File: config.mk
export PLATFORM = sky130hd
export DESIGN_NAME = ddfs_sweep_ctrl
export DESIGN_NICKNAME = d
export VERILOG_FILES = /design/src/rtl/ddfs_sweep_ctrl.sv
export SDC_FILE = /design/constraint.sdc
export NUM_CORES = 1
export LEC_CHECK = 0
export ABC_AREA = 1
export ABC_CLOCK_PERIOD_IN_PS = 4550
export BUFFER_PORTS_ARGS = -buffer_cell sky130_fd_sc_hd__buf_2
export CORE_MARGIN = 5
export CORE_UTILIZATION = 51
export DETAILED_ROUTE_END_ITERATION = 16
export HOLD_SLACK_MARGIN = 0.15
export PLACE_DENSITY = 0.69
export SYNTH_ARGS = -nofsm -noshare
export SYNTH_HDL_FRONTEND = slang
export SYNTH_SLANG_ARGS = --single-unit
File: constraint.sdc
create_clock -name clk -period 4.55 [get_ports clk]
set_clock_uncertainty 0.2 [all_clocks]
set_input_delay 0.91 -clock clk [delete_from_list [all_inputs] [get_ports clk]]
set_output_delay 0.91 -clock clk [all_outputs]
set_load 0.005 [all_outputs]
File: src/rtl/ddfs_sweep_ctrl.sv
// ddfs_sweep_ctrl: frequency sweep sequencer that drives the ddfs fcontrol word.
// It steps fcontrol from F_START towards F_STOP and holds each value for a
// programmable dwell. Supported modes are one-shot, looping and CW (F_STEP = 0).
// Optional build macro DDFS_SWEEP_BIDIR_EN turns the sweep into a triangle
// (up to F_STOP, then back down to F_START).
module ddfs_sweep_ctrl #(
  parameter int FW      = 23,
  parameter int DWELL_W = 16
) (
  input  logic          clk,
  input  logic          rst,
  input  logic          cfg_we,
  input  logic [1:0]    cfg_addr,
  input  logic [FW-1:0] cfg_wdata,
  input  logic          start,
  input  logic          abort,
  output logic [FW-1:0] fcontrol,
  output logic          busy,
  output logic          done
);

  typedef enum logic [1:0] {IDLE, RUN, RUN_DN} state_t;

  state_t               state;
  logic [FW-1:0]        f_start;
  logic [FW-1:0]        f_stop;
  logic [FW-1:0]        f_step;
  logic                 loop_en;
  logic [DWELL_W-1:0]   dwell;
  logic [DWELL_W-1:0]   dwell_cnt;
  logic [DWELL_W-1:0]   dwell_ld;
  logic [FW:0]          up_nxt;
  logic                 up_ok;

  // Unsigned add with the carry kept; the extra bit flags a wrap past full scale.
  function automatic logic [FW:0] add_wide(input logic [FW-1:0] a, input logic [FW-1:0] b);
    return {1'b0, a} + {1'b0, b};
  endfunction

  // Unsigned subtract with the borrow kept in the top bit.
  function automatic logic [FW:0] sub_wide(input logic [FW-1:0] a, input logic [FW-1:0] b);
    return {1'b0, a} - {1'b0, b};
  endfunction

  // A dwell of 0 behaves as 1. The counter counts down to zero, so load D-1.
  assign dwell_ld = (dwell == '0) ? '0 : dwell - DWELL_W'(1);
  assign up_nxt   = add_wide(fcontrol, f_step);
  assign up_ok    = !up_nxt[FW] && (up_nxt[FW-1:0] <= f_stop);

`ifdef DDFS_SWEEP_BIDIR_EN
  logic [FW:0] dn_nxt;
  logic        dn_ok;
  logic [FW:0] rs_nxt;
  logic        rs_ok;
  assign dn_nxt = sub_wide(fcontrol, f_step);
  assign dn_ok  = !dn_nxt[FW] && (dn_nxt[FW-1:0] >= f_start);
  // A looping triangle restarts one step above F_START, so F_START is not output twice.
  assign rs_nxt = add_wide(f_start, f_step);
  assign rs_ok  = !rs_nxt[FW] && (rs_nxt[FW-1:0] <= f_stop);
`endif

  // Sweep state machine, config registers and registered outputs.
  always_ff @(posedge clk) begin
    if (rst) begin
      state     <= IDLE;
      f_start   <= '0;
      f_stop    <= '0;
      f_step    <= '0;
      loop_en   <= 1'b0;
      dwell     <= '0;
      dwell_cnt <= '0;
      fcontrol  <= '0;
      busy      <= 1'b0;
      done      <= 1'b0;
    end else begin
      done <= 1'b0;
      if (abort) begin
        state    <= IDLE;
        busy     <= 1'b0;
        fcontrol <= '0;
      end else begin
        case (state)
          IDLE: begin
            if (start) begin
              // A config write in the same cycle as start is dropped.
              state     <= RUN;
              busy      <= 1'b1;
              fcontrol  <= f_start;
              dwell_cnt <= dwell_ld;
            end else if (cfg_we) begin
              case (cfg_addr)
                2'd0: f_start <= cfg_wdata;
                2'd1: f_stop  <= cfg_wdata;
                2'd2: f_step  <= cfg_wdata;
                default: begin
                  loop_en <= cfg_wdata[FW-1];
                  dwell   <= cfg_wdata[DWELL_W-1:0];
                end
              endcase
            end
          end
          RUN: begin
            if (dwell_cnt != '0) begin
              dwell_cnt <= dwell_cnt - DWELL_W'(1);
            end else if (f_step == '0) begin
              // CW tone: hold F_START until abort or reset.
              dwell_cnt <= dwell_ld;
            end else if (up_ok) begin
              fcontrol  <= up_nxt[FW-1:0];
              dwell_cnt <= dwell_ld;
`ifdef DDFS_SWEEP_BIDIR_EN
            end else if (dn_ok) begin
              state     <= RUN_DN;
              fcontrol  <= dn_nxt[FW-1:0];
              dwell_cnt <= dwell_ld;
`endif
            end else if (loop_en) begin
              fcontrol  <= f_start;
              dwell_cnt <= dwell_ld;
            end else begin
              state    <= IDLE;
              busy     <= 1'b0;
              fcontrol <= '0;
              done     <= 1'b1;
            end
          end
`ifdef DDFS_SWEEP_BIDIR_EN
          RUN_DN: begin
            if (dwell_cnt != '0) begin
              dwell_cnt <= dwell_cnt - DWELL_W'(1);
            end else if (dn_ok) begin
              fcontrol  <= dn_nxt[FW-1:0];
              dwell_cnt <= dwell_ld;
            end else if (loop_en) begin
              state     <= RUN;
              fcontrol  <= rs_ok ? rs_nxt[FW-1:0] : f_start;
              dwell_cnt <= dwell_ld;
            end else begin
              state    <= IDLE;
              busy     <= 1'b0;
              fcontrol <= '0;
              done     <= 1'b1;
            end
          end
`endif
          default: begin
            state    <= IDLE;
            busy     <= 1'b0;
            fcontrol <= '0;
          end
        endcase
      end
    end
  end

endmodule
==> results.md, run 1 <==
- Measured along the y axis, the die boundary spans 139 µm.
- The maximum vdd ir drop is 0.283 mV.
- The worst-skew pair later-pin latency is 0.42 ns.
- The data arrival at the endpoint of the critical path is 4.31 ns.
- The share of the clock period used by the worst path after layout is 0.912.
- The initial antenna violation count is 0.
- STA classifies the critical path endpoint as a flip-flop.
- The per-cell via count in the routed design is 5.29.
- The number of hold buffers added after CTS was 0.
- The wire length of the first global-routing pass is 39400 µm.
- The final count of pins violating max slew is 0.
- The worst-case setup slack after placement is 0.478 ns.
- The post-route worst setup slack is 0.399 ns.
- The detailed router placed 8380 vias in this run.
- In this run, synthesis produced a sequential element count of 127.
- The worst-case register-to-register setup slack is 0.40 ns.
- The CTS clock-pin slew for the worst setup and hold paths is 0.06 ns.
- After legalization and detailed placement, the total HPWL measured 17900 µm.
- The number of nets produced by synthesis is 1400.
- The buffer depth of the longest clock path is 2.
- Summed over all layers, the routed wires come to 24200 µm.
- In this run the remaining antenna-violating nets after routing total 0.
- The met2 layer usage reported by global route is 0.387.
- Measured along the x axis, the die boundary spans 139 µm.
- The count of cell types in the netlist is 36.
- The number of DRC markers in iteration 0 is 636.
- Across every metal layer, demand over resource in global routing totals 0.250.
- The library cell used most frequently in the layout, excluding fill and tap cells, is sky130_fd_sc_hd__nand2_1.
- Compared with the post-synthesis result, the final layout area differs by 11.2%.
- TritonCTS built the clock tree.
- The number of instances in the synthesized netlist is 1320.
- Along the worst path, the maximum fanout reaches 32.
- The hold violation total from the final report is 0.
- met2 is the most crowded layer.
- The number of antenna diodes in the final layout is 0.
- The tightest min-delay check is of the reg -> reg type.
- The via count of the first global-routing pass is 7616.
- The critical path is of the reg -> reg type.
- For this run, global-route usage on met3 was measured as 0.0541.
- Once the clock tree was built, the setup fixing pass inserted 0 buffers.
- For this run, the register share of the synthesized area comes to 0.301.
- The average detailed-routed wire length per instance is 15.3 µm.
- The worst setup path is launched from a flip-flop.
- The net total in the final layout is 1432.
- The total power after layout is 3.34 mW.
- CTS built an H-tree with a depth of 4.
- For this run, global-route usage on met1 was measured as 0.353.
- The DRC violation count after routing is 0.
- The routed design could run at a clock period as short as 4.15 ns.
- The area of the core is 16400 µm².
- In this run, post-CTS repair resized a total of 0 instances.
- The mapped netlist covers 8440 µm².
- Port buffering added 54 buffers.
- Setup repair after global routing left no endpoint under its margin.
- The top cell types in the final layout, fill and taps aside, are sky130_fd_sc_hd__nand2_1 (305), sky130_fd_sc_hd__inv_1 (204), sky130_fd_sc_hd__a21oi_1 (176), sky130_fd_sc_hd__dfxtp_1 (127), sky130_fd_sc_hd__o21ai_0 (113).
- Summed over all layers, the global routing overflow is 0.
- The achievable clock frequency is 241 MHz.
- The setup TNS after final layout is 0 ns.
- Setup violations remaining at the end of the flow were counted as 0.
- Measured against its own limit, the worst slew margin works out to 0.306.
- The tool flagged a number of max-cap violations equal to 0.
- The initialized floorplan defines 47 standard-cell rows.
- The initial standard-cell utilization of the core is 0.514.
- The average footprint of a synthesized cell is 6.39 µm².
- The leakage power summed over all cells is 4.59 nW.
- The number of buffers created by CTS is 17.
- The flow ran to the end, and the final reports show no timing, DRC or antenna violations.
- The number of top-level design ports is 55.
- The pre-antenna-repair detailed-routing pass consisted of 6 iterations.
- The fraction of final layout cells sized beyond drive strength 1 is 0.0997.
- For this run, the number of Yosys warnings is 0.
- The data required time of the worst path is 4.70 ns.
- For the pin with the worst max-slew slack, the measured transition is 1.04 ns.
- Entering global routing, the biggest net connects 47 pins.
- The die covers 19200 µm².
- Clock tree synthesis found a total of 127 sinks.
- The weighted congestion at the end of routability-driven global placement is 0.984.
- The root buffer cell is sky130_fd_sc_hd__clkbuf_16.
- For this design the ratio of total power to cell area is 355 nW/µm².
## path summary, 6_finish.rpt
kind                            cells after the start                   endpoint                     start
worst max register to register                     23  dwell_cnt[0]$_SDFFE_PP0P_  fcontrol[0]$_SDFFE_PP0P_
worst min register to register                      2   f_start[15]$_SDFFE_PP0P_  f_start[15]$_SDFFE_PP0P_
worst min-delay path                                2   f_start[15]$_SDFFE_PP0P_  f_start[15]$_SDFFE_PP0P_
worst max-delay path                               23  dwell_cnt[0]$_SDFFE_PP0P_  fcontrol[0]$_SDFFE_PP0P_
## power by group
part	total (mW)	switching, mW	internal (mW)
Combinational	0.770	0.510	0.260
Sequential	1.19	0.0414	1.15
Clock	1.37	0.516	0.855
## area by class of cell
class | count | area (µm²)
inverters | 208 | 783
well taps | 220 | 275
flip-flops and latches | 127 | 2540
repair buffers | 64 | 345
multi-input cells | 934 | 4860
fillers | 1649 | 7020
clock inverters | 11 | 143
clock buffers | 20 | 437
## routing by layer
| layer | routed length, µm | vias to the layer above |
|---|---|---|
| li1 | - | 4300 |
| met1 | 11300 | 3768 |
| met2 | 10600 | 271 |
| met3 | 1790 | 41 |
| met4 | 459 | 0 |
| met5 | 0 | - |
## worst max-delay path, stage by stage (launching register included)
cell	delay (ns)
sky130_fd_sc_hd__dfxtp_1	0.33
sky130_fd_sc_hd__ha_1	0.29
sky130_fd_sc_hd__fa_1	0.47
sky130_fd_sc_hd__nand3_1	0.10
sky130_fd_sc_hd__nand3_1	0.17
sky130_fd_sc_hd__nand2_1	0.11
sky130_fd_sc_hd__nand2_1	0.14
sky130_fd_sc_hd__nand2_1	0.12
sky130_fd_sc_hd__nand3b_1	0.07
sky130_fd_sc_hd__nand2_1	0.10
sky130_fd_sc_hd__inv_1	0.06
sky130_fd_sc_hd__ha_1	0.29
sky130_fd_sc_hd__nand2_1	0.06
sky130_fd_sc_hd__nor2_1	0.15
sky130_fd_sc_hd__nand2_1	0.12
sky130_fd_sc_hd__nor2_1	0.10
sky130_fd_sc_hd__nand3_1	0.11
sky130_fd_sc_hd__nand2_2	0.15
sky130_fd_sc_hd__nand2_8	0.15
sky130_fd_sc_hd__nand2_4	0.36
sky130_fd_sc_hd__nand2_1	0.15
sky130_fd_sc_hd__nand2_1	0.11
sky130_fd_sc_hd__nand2_1	0.05
sky130_fd_sc_hd__nor2_1	0.10
## registers in the layout (all words and copies together) (netlist names)
register and cells:
loop_en 1, dwell_cnt 16, f_stop 23, busy 1
dwell 16, f_start 23, f_step 23, done 1
fcontrol 23
## cells in the mapped netlist, drive strengths merged
cell	number	area [µm²]
nor3	6	30.0
xnor2	10	87.6
xor2	19	166
nand4	13	81.3
o21a	2	15.0
o21bai	2	15.0
buf	20	141
nand3	87	500
inv	208	783
and2	1	6.26
clkbuf	31	116
nor2	110	440
nor4	3	18.8
nand3b	13	97.6
o21ai	116	581
or2	3	18.8
a21oi	176	881
fa	1	20.0
dfxtp	127	2540
a21o	1	7.51
nand2	320	1260
o22ai	1	6.26
ha	49	613
nor3b	1	7.51
## cells by family (layout without fill, tap and decap cells)
logic type	after synthesis	in the layout	synth area share
and+or+nand+nor	557	557	0.292
AOI/OAI and AO/OA	298	298	0.178
buffers and inverters	259	303	0.123
DFF	127	127	0.301
adders and majority gates	50	50	0.0750
xor gates and xnor gates	29	29	0.0301
## metrics by stage
step / instance area, µm² / util / hold WS, ns / cells
floorplan: 8440 / - / 0.228 / 1320
global placement: 8810 / 0.537 / 0.249 / 1553
detailed placement: 8810 / 0.537 / 0.250 / 1553
CTS: 9390 / 0.572 / 0.262 / 1584
global route: 9390 / 0.572 / 0.284 / 1584
finish: 9390 / 0.572 / 0.260 / 1584
Note: power is estimated with default switching activity, not from simulation.
==> run 2, diff against run 1 <==
--- a/config.mk
+++ b/config.mk
@@ -8,11 +8,13 @@
 export ABC_AREA = 1
 export ABC_CLOCK_PERIOD_IN_PS = 4550
 export BUFFER_PORTS_ARGS = -buffer_cell sky130_fd_sc_hd__buf_2
-export CORE_MARGIN = 5
+export CORE_MARGIN = 2
 export CORE_UTILIZATION = 51
 export DETAILED_ROUTE_END_ITERATION = 16
 export HOLD_SLACK_MARGIN = 0.15
 export PLACE_DENSITY = 0.69
+export RECOVER_POWER = 100
+export SETUP_SLACK_MARGIN = 0.05
 export SYNTH_ARGS = -nofsm -noshare
 export SYNTH_HDL_FRONTEND = slang
 export SYNTH_SLANG_ARGS = --single-unit
==> run 2 against run 1 <==
Effect of this change:
- the flow now finishes with violations (max-capacitance violations, max-slew violations)
- worst setup slack better by 0.081 ns
- worst hold slack better by 0.0026 ns
- utilization is 0.34 points higher
- final cell count is 0.19% higher
- critical path depth stayed put
- via count is 0.81% lower
- total power is 1.5% higher
- combinational power hardly changed
- non-clock buffer count is 3 higher
- sequential share of layout area is 0.065 points lower
- largest power group unchanged
==> results.md, run 2 (synthesis results as in run 1) <==
- The number of DRC markers in iteration 0 came to 684 (+7.5%).
- The number of violations of the max-capacitance limit came to 3 (+3).
- The critical path is of the reg -> reg type.
- The fraction of final layout cells sized beyond drive strength 1 came to 0.0892 (-0.0105).
- The final count of pins violating max slew is 141 (+141).
- The initial antenna violation count is 0 (unchanged).
- The post-DP HPWL came to 18100 µm (+1.2%).
- The number of top-level design ports is 55 (unchanged).
- The data arrival at the endpoint of the critical path was 4.18 ns (-0.13 ns).
- The cell that appears most often on the critical path is sky130_fd_sc_hd__nand2_1.
- Leaving out fill and tap cells, the most frequent cell in the layout is sky130_fd_sc_hd__nand2_1.
- Walking the worst path, the cells encountered are ha_1 > fa_1 > nand3_1 > nand3_1 > nand2_1 > nand2_1 > nand2_1 > nand3b_1 > nand2_1 > inv_1 > ha_1 > nand2_1 > nor2_1 > nand2_1 > nor2_1 > nand3_1 > nand2_1 > nand2_8 > nand2_4 > clkbuf_1 > nand3_1 > nand2_1 > nor2_1.
- The global-route usage over all layers is 0.279 (+0.0288).
- The setup-violating endpoint count in the final report came to 0 (unchanged).
- The weighted congestion at the end of routability-driven global placement is 0.945 (-4.0%).
- The worst-skew pair later-pin latency was 0.42 ns (about the same).
- In this run the critical register-to-register path is launched from fcontrol[0]$_SDFFE_PP0P_.
- The logic depth of the worst register-to-register path came to 23 (unchanged).
- The hold violation total from the final report is 0 (unchanged).
- The path with the worst hold slack has its endpoint at f_stop[3]$_SDFFE_PP0P_.
- The share of the clock period used by the worst path after layout is 0.895 (-0.0178).
- The total of cells resized after clock tree synthesis is 0 (unchanged).
- The routed wire length is 24200 µm (-0.13%).
- The cell area power density is 360 nW/µm² (+1.3%).
- The count of inserted antenna diode cells is 0 (unchanged).
- The initial standard-cell utilization of the core was 0.516 (+0.00185).
- The worst-margin pin slew was 1.90 ns (+0.864 ns).
- The average detailed-routed wire length per instance is 15.2 µm (-0.32%).
- The buffers inserted during post-CTS setup optimization is 0 (unchanged).
- The number of buffers added on ports is 54 (unchanged).
- The row count came to 47 (unchanged).
- The area added between synthesis and finish is 11.5%.
- The data required time of the worst path is 4.66 ns (-0.04 ns).
- The maximum number of pins on one net before global-route repair is 87 (+85%).
- Setup repair after global routing left no endpoint under its margin.
- The element type at the critical path start is a flip-flop.
- The number of filler cells placed in the layout came to 1644 (-0.30%).
- The total global routing overflow is 0 (unchanged).
- The number of buffers created by CTS is 17 (unchanged).
- The buffer depth of the longest clock path is 2 (unchanged).
- The die extent in y is 133 µm (-4.3%).
- The vias after detailed routing is 8312 (-0.81%).
- The net total in the final layout was 1435 (+0.21%).
- The checks that failed: max-capacitance violations, max-slew violations.
- The maximum vdd ir drop was 0.297 mV (+4.9%).
- The area of the core came to 16300 µm² (-0.36%).
- The library cells used most frequently in the layout, excluding fill and tap cells, are sky130_fd_sc_hd__nand2_1 (306), sky130_fd_sc_hd__inv_1 (204), sky130_fd_sc_hd__a21oi_1 (176), sky130_fd_sc_hd__dfxtp_1 (127), sky130_fd_sc_hd__o21ai_0 (113).
- The via count of the first global-routing pass is 7674 (+0.76%).
- On the critical path, the stage with the largest delay is an instance of sky130_fd_sc_hd__fa_1.
- The cell depth of the worst hold path came to 2 (unchanged).
- The leakage power summed over all cells is 4.57 nW (-0.40%).
- The headroom to the max-slew limit is -0.269 (-0.575).
- The biggest fanout along the worst timing path is 14 (-56%).
- The overall die area came to 17600 µm² (-8.5%).
- TritonCTS built the clock tree.
- The total of hold buffers inserted after clock tree synthesis is 0 (unchanged).
- The width of the chip came to 133 µm (-4.3%).
- The tightest min-delay check is of the reg -> reg type.
- STA classifies the critical path endpoint as a flip-flop.
- The wire length of the first global-routing pass came to 39300 µm (-0.23%).
- The residual antenna-violating net count after detailed routing came to 0 (unchanged).
- The setup TNS after final layout was 0 ns (unchanged).
- The total power after layout was 3.39 mW (+1.5%).
- The endpoint of the most critical register-to-register path is dwell_cnt[15]$_SDFFE_PP0P_.
- The number of detailed-routing iterations run before antenna repair is 5 (-1).
- The worst-case register-to-register setup slack is 0.48 ns (+0.08 ns).
- The flow ran to the end, but the final reports show violations.
- The DRC violation count after routing is 0 (unchanged).
- The CTS clock-pin slew for the worst setup and hold paths is 0.06 ns (about the same).
- The count of H-tree levels built during CTS is 4 (unchanged).
- The per-cell via count in the routed design is 5.24 (-1.0%).
- The root buffer cell is sky130_fd_sc_hd__clkbuf_16.
- The final period demand of the worst path is 4.07 ns (-0.0810 ns).
- The delay of the slowest critical-path stage is 0.47 ns (about the same).
- The startpoint identified for the worst hold timing path is f_stop[3]$_SDFFE_PP0P_.
- The TritonCTS sink count is 127 (unchanged).
- The achievable clock frequency was 246 MHz (+2.0%).
run 2: how the worst max path moves through the flow:
stage / from / end / slack [ns] / cells past startpoint
after floorplan: fcontrol[0]$_SDFFE_PP0P_ / dwell_cnt[5]$_SDFFE_PP0P_ / 1.24 / 23
after detailed placement: fcontrol[0]$_SDFFE_PP0P_ / dwell_cnt[9]$_SDFFE_PP0P_ / 0.69 / 23
after CTS: fcontrol[0]$_SDFFE_PP0P_ / fcontrol[9]$_SDFFE_PP0P_ / 0.63 / 23
final: fcontrol[0]$_SDFFE_PP0P_ / dwell_cnt[15]$_SDFFE_PP0P_ / 0.48 / 23
after global placement: fcontrol[0]$_SDFFE_PP0P_ / fcontrol[17]$_SDFFE_PP0P_ / 0.62 / 20
after global routing: fcontrol[0]$_SDFFE_PP0P_ / dwell_cnt[9]$_SDFFE_PP0P_ / 0.16 / 23
run 2: layer usage:
layer / up-vias / routed length, µm / global-route usage
li1: 4301 / - / -
met1: 3714 / 11200 / 0.374
met2: 255 / 10900 / 0.450
met3: 42 / 1430 / 0.0525
met4: 0 / 629 / 0.0968
met5: - / 0 / 0
run 2: metrics by stage:
| step | hold WS [ns] | util | setup WS (ns) | instance area, µm² | cells |
|---|---|---|---|---|---|
| 5_1_grt | 0.278 | 0.576 | 0.161 | 9410 | 1587 |
| 6_report | 0.262 | 0.576 | 0.480 | 9410 | 1587 |
| 3_3_place_gp | 0.248 | 0.541 | 0.616 | 8840 | 1556 |
| 3_5_place_dp | 0.253 | 0.541 | 0.693 | 8840 | 1556 |
| 4_1_cts | 0.262 | 0.578 | 0.631 | 9460 | 1587 |
| 2_1_floorplan | 0.228 | - | 1.24 | 8440 | 1320 |
run 2: layout make-up:
class / count / area, µm² / share of cell area
multi-input cells: 934 / 4840 / 0.514
flip-flops and latches: 127 / 2540 / 0.270
inverters: 208 / 783 / 0.0832
clock buffers: 22 / 484 / 0.0515
repair buffers: 67 / 354 / 0.0376
well taps: 220 / 275 / 0.0293
clock inverters: 9 / 131 / 0.0140
run 2: power breakdown:
group          internal (mW)  switching (mW)  leakage [nW]  total [mW]
Combinational          0.264           0.505          3.25       0.769
Clock                  0.916           0.506         0.295        1.42
Sequential              1.15          0.0431          1.03        1.20
Total                   2.33            1.05          4.57        3.39
run 2: worst max-delay path: cells and delay by family, from the launching register on:
kind          cells  cell delay, ns
fa+ha+maj         3            1.04
flops             1            0.33
simple gates     18            2.07
buf+inv           2            0.32
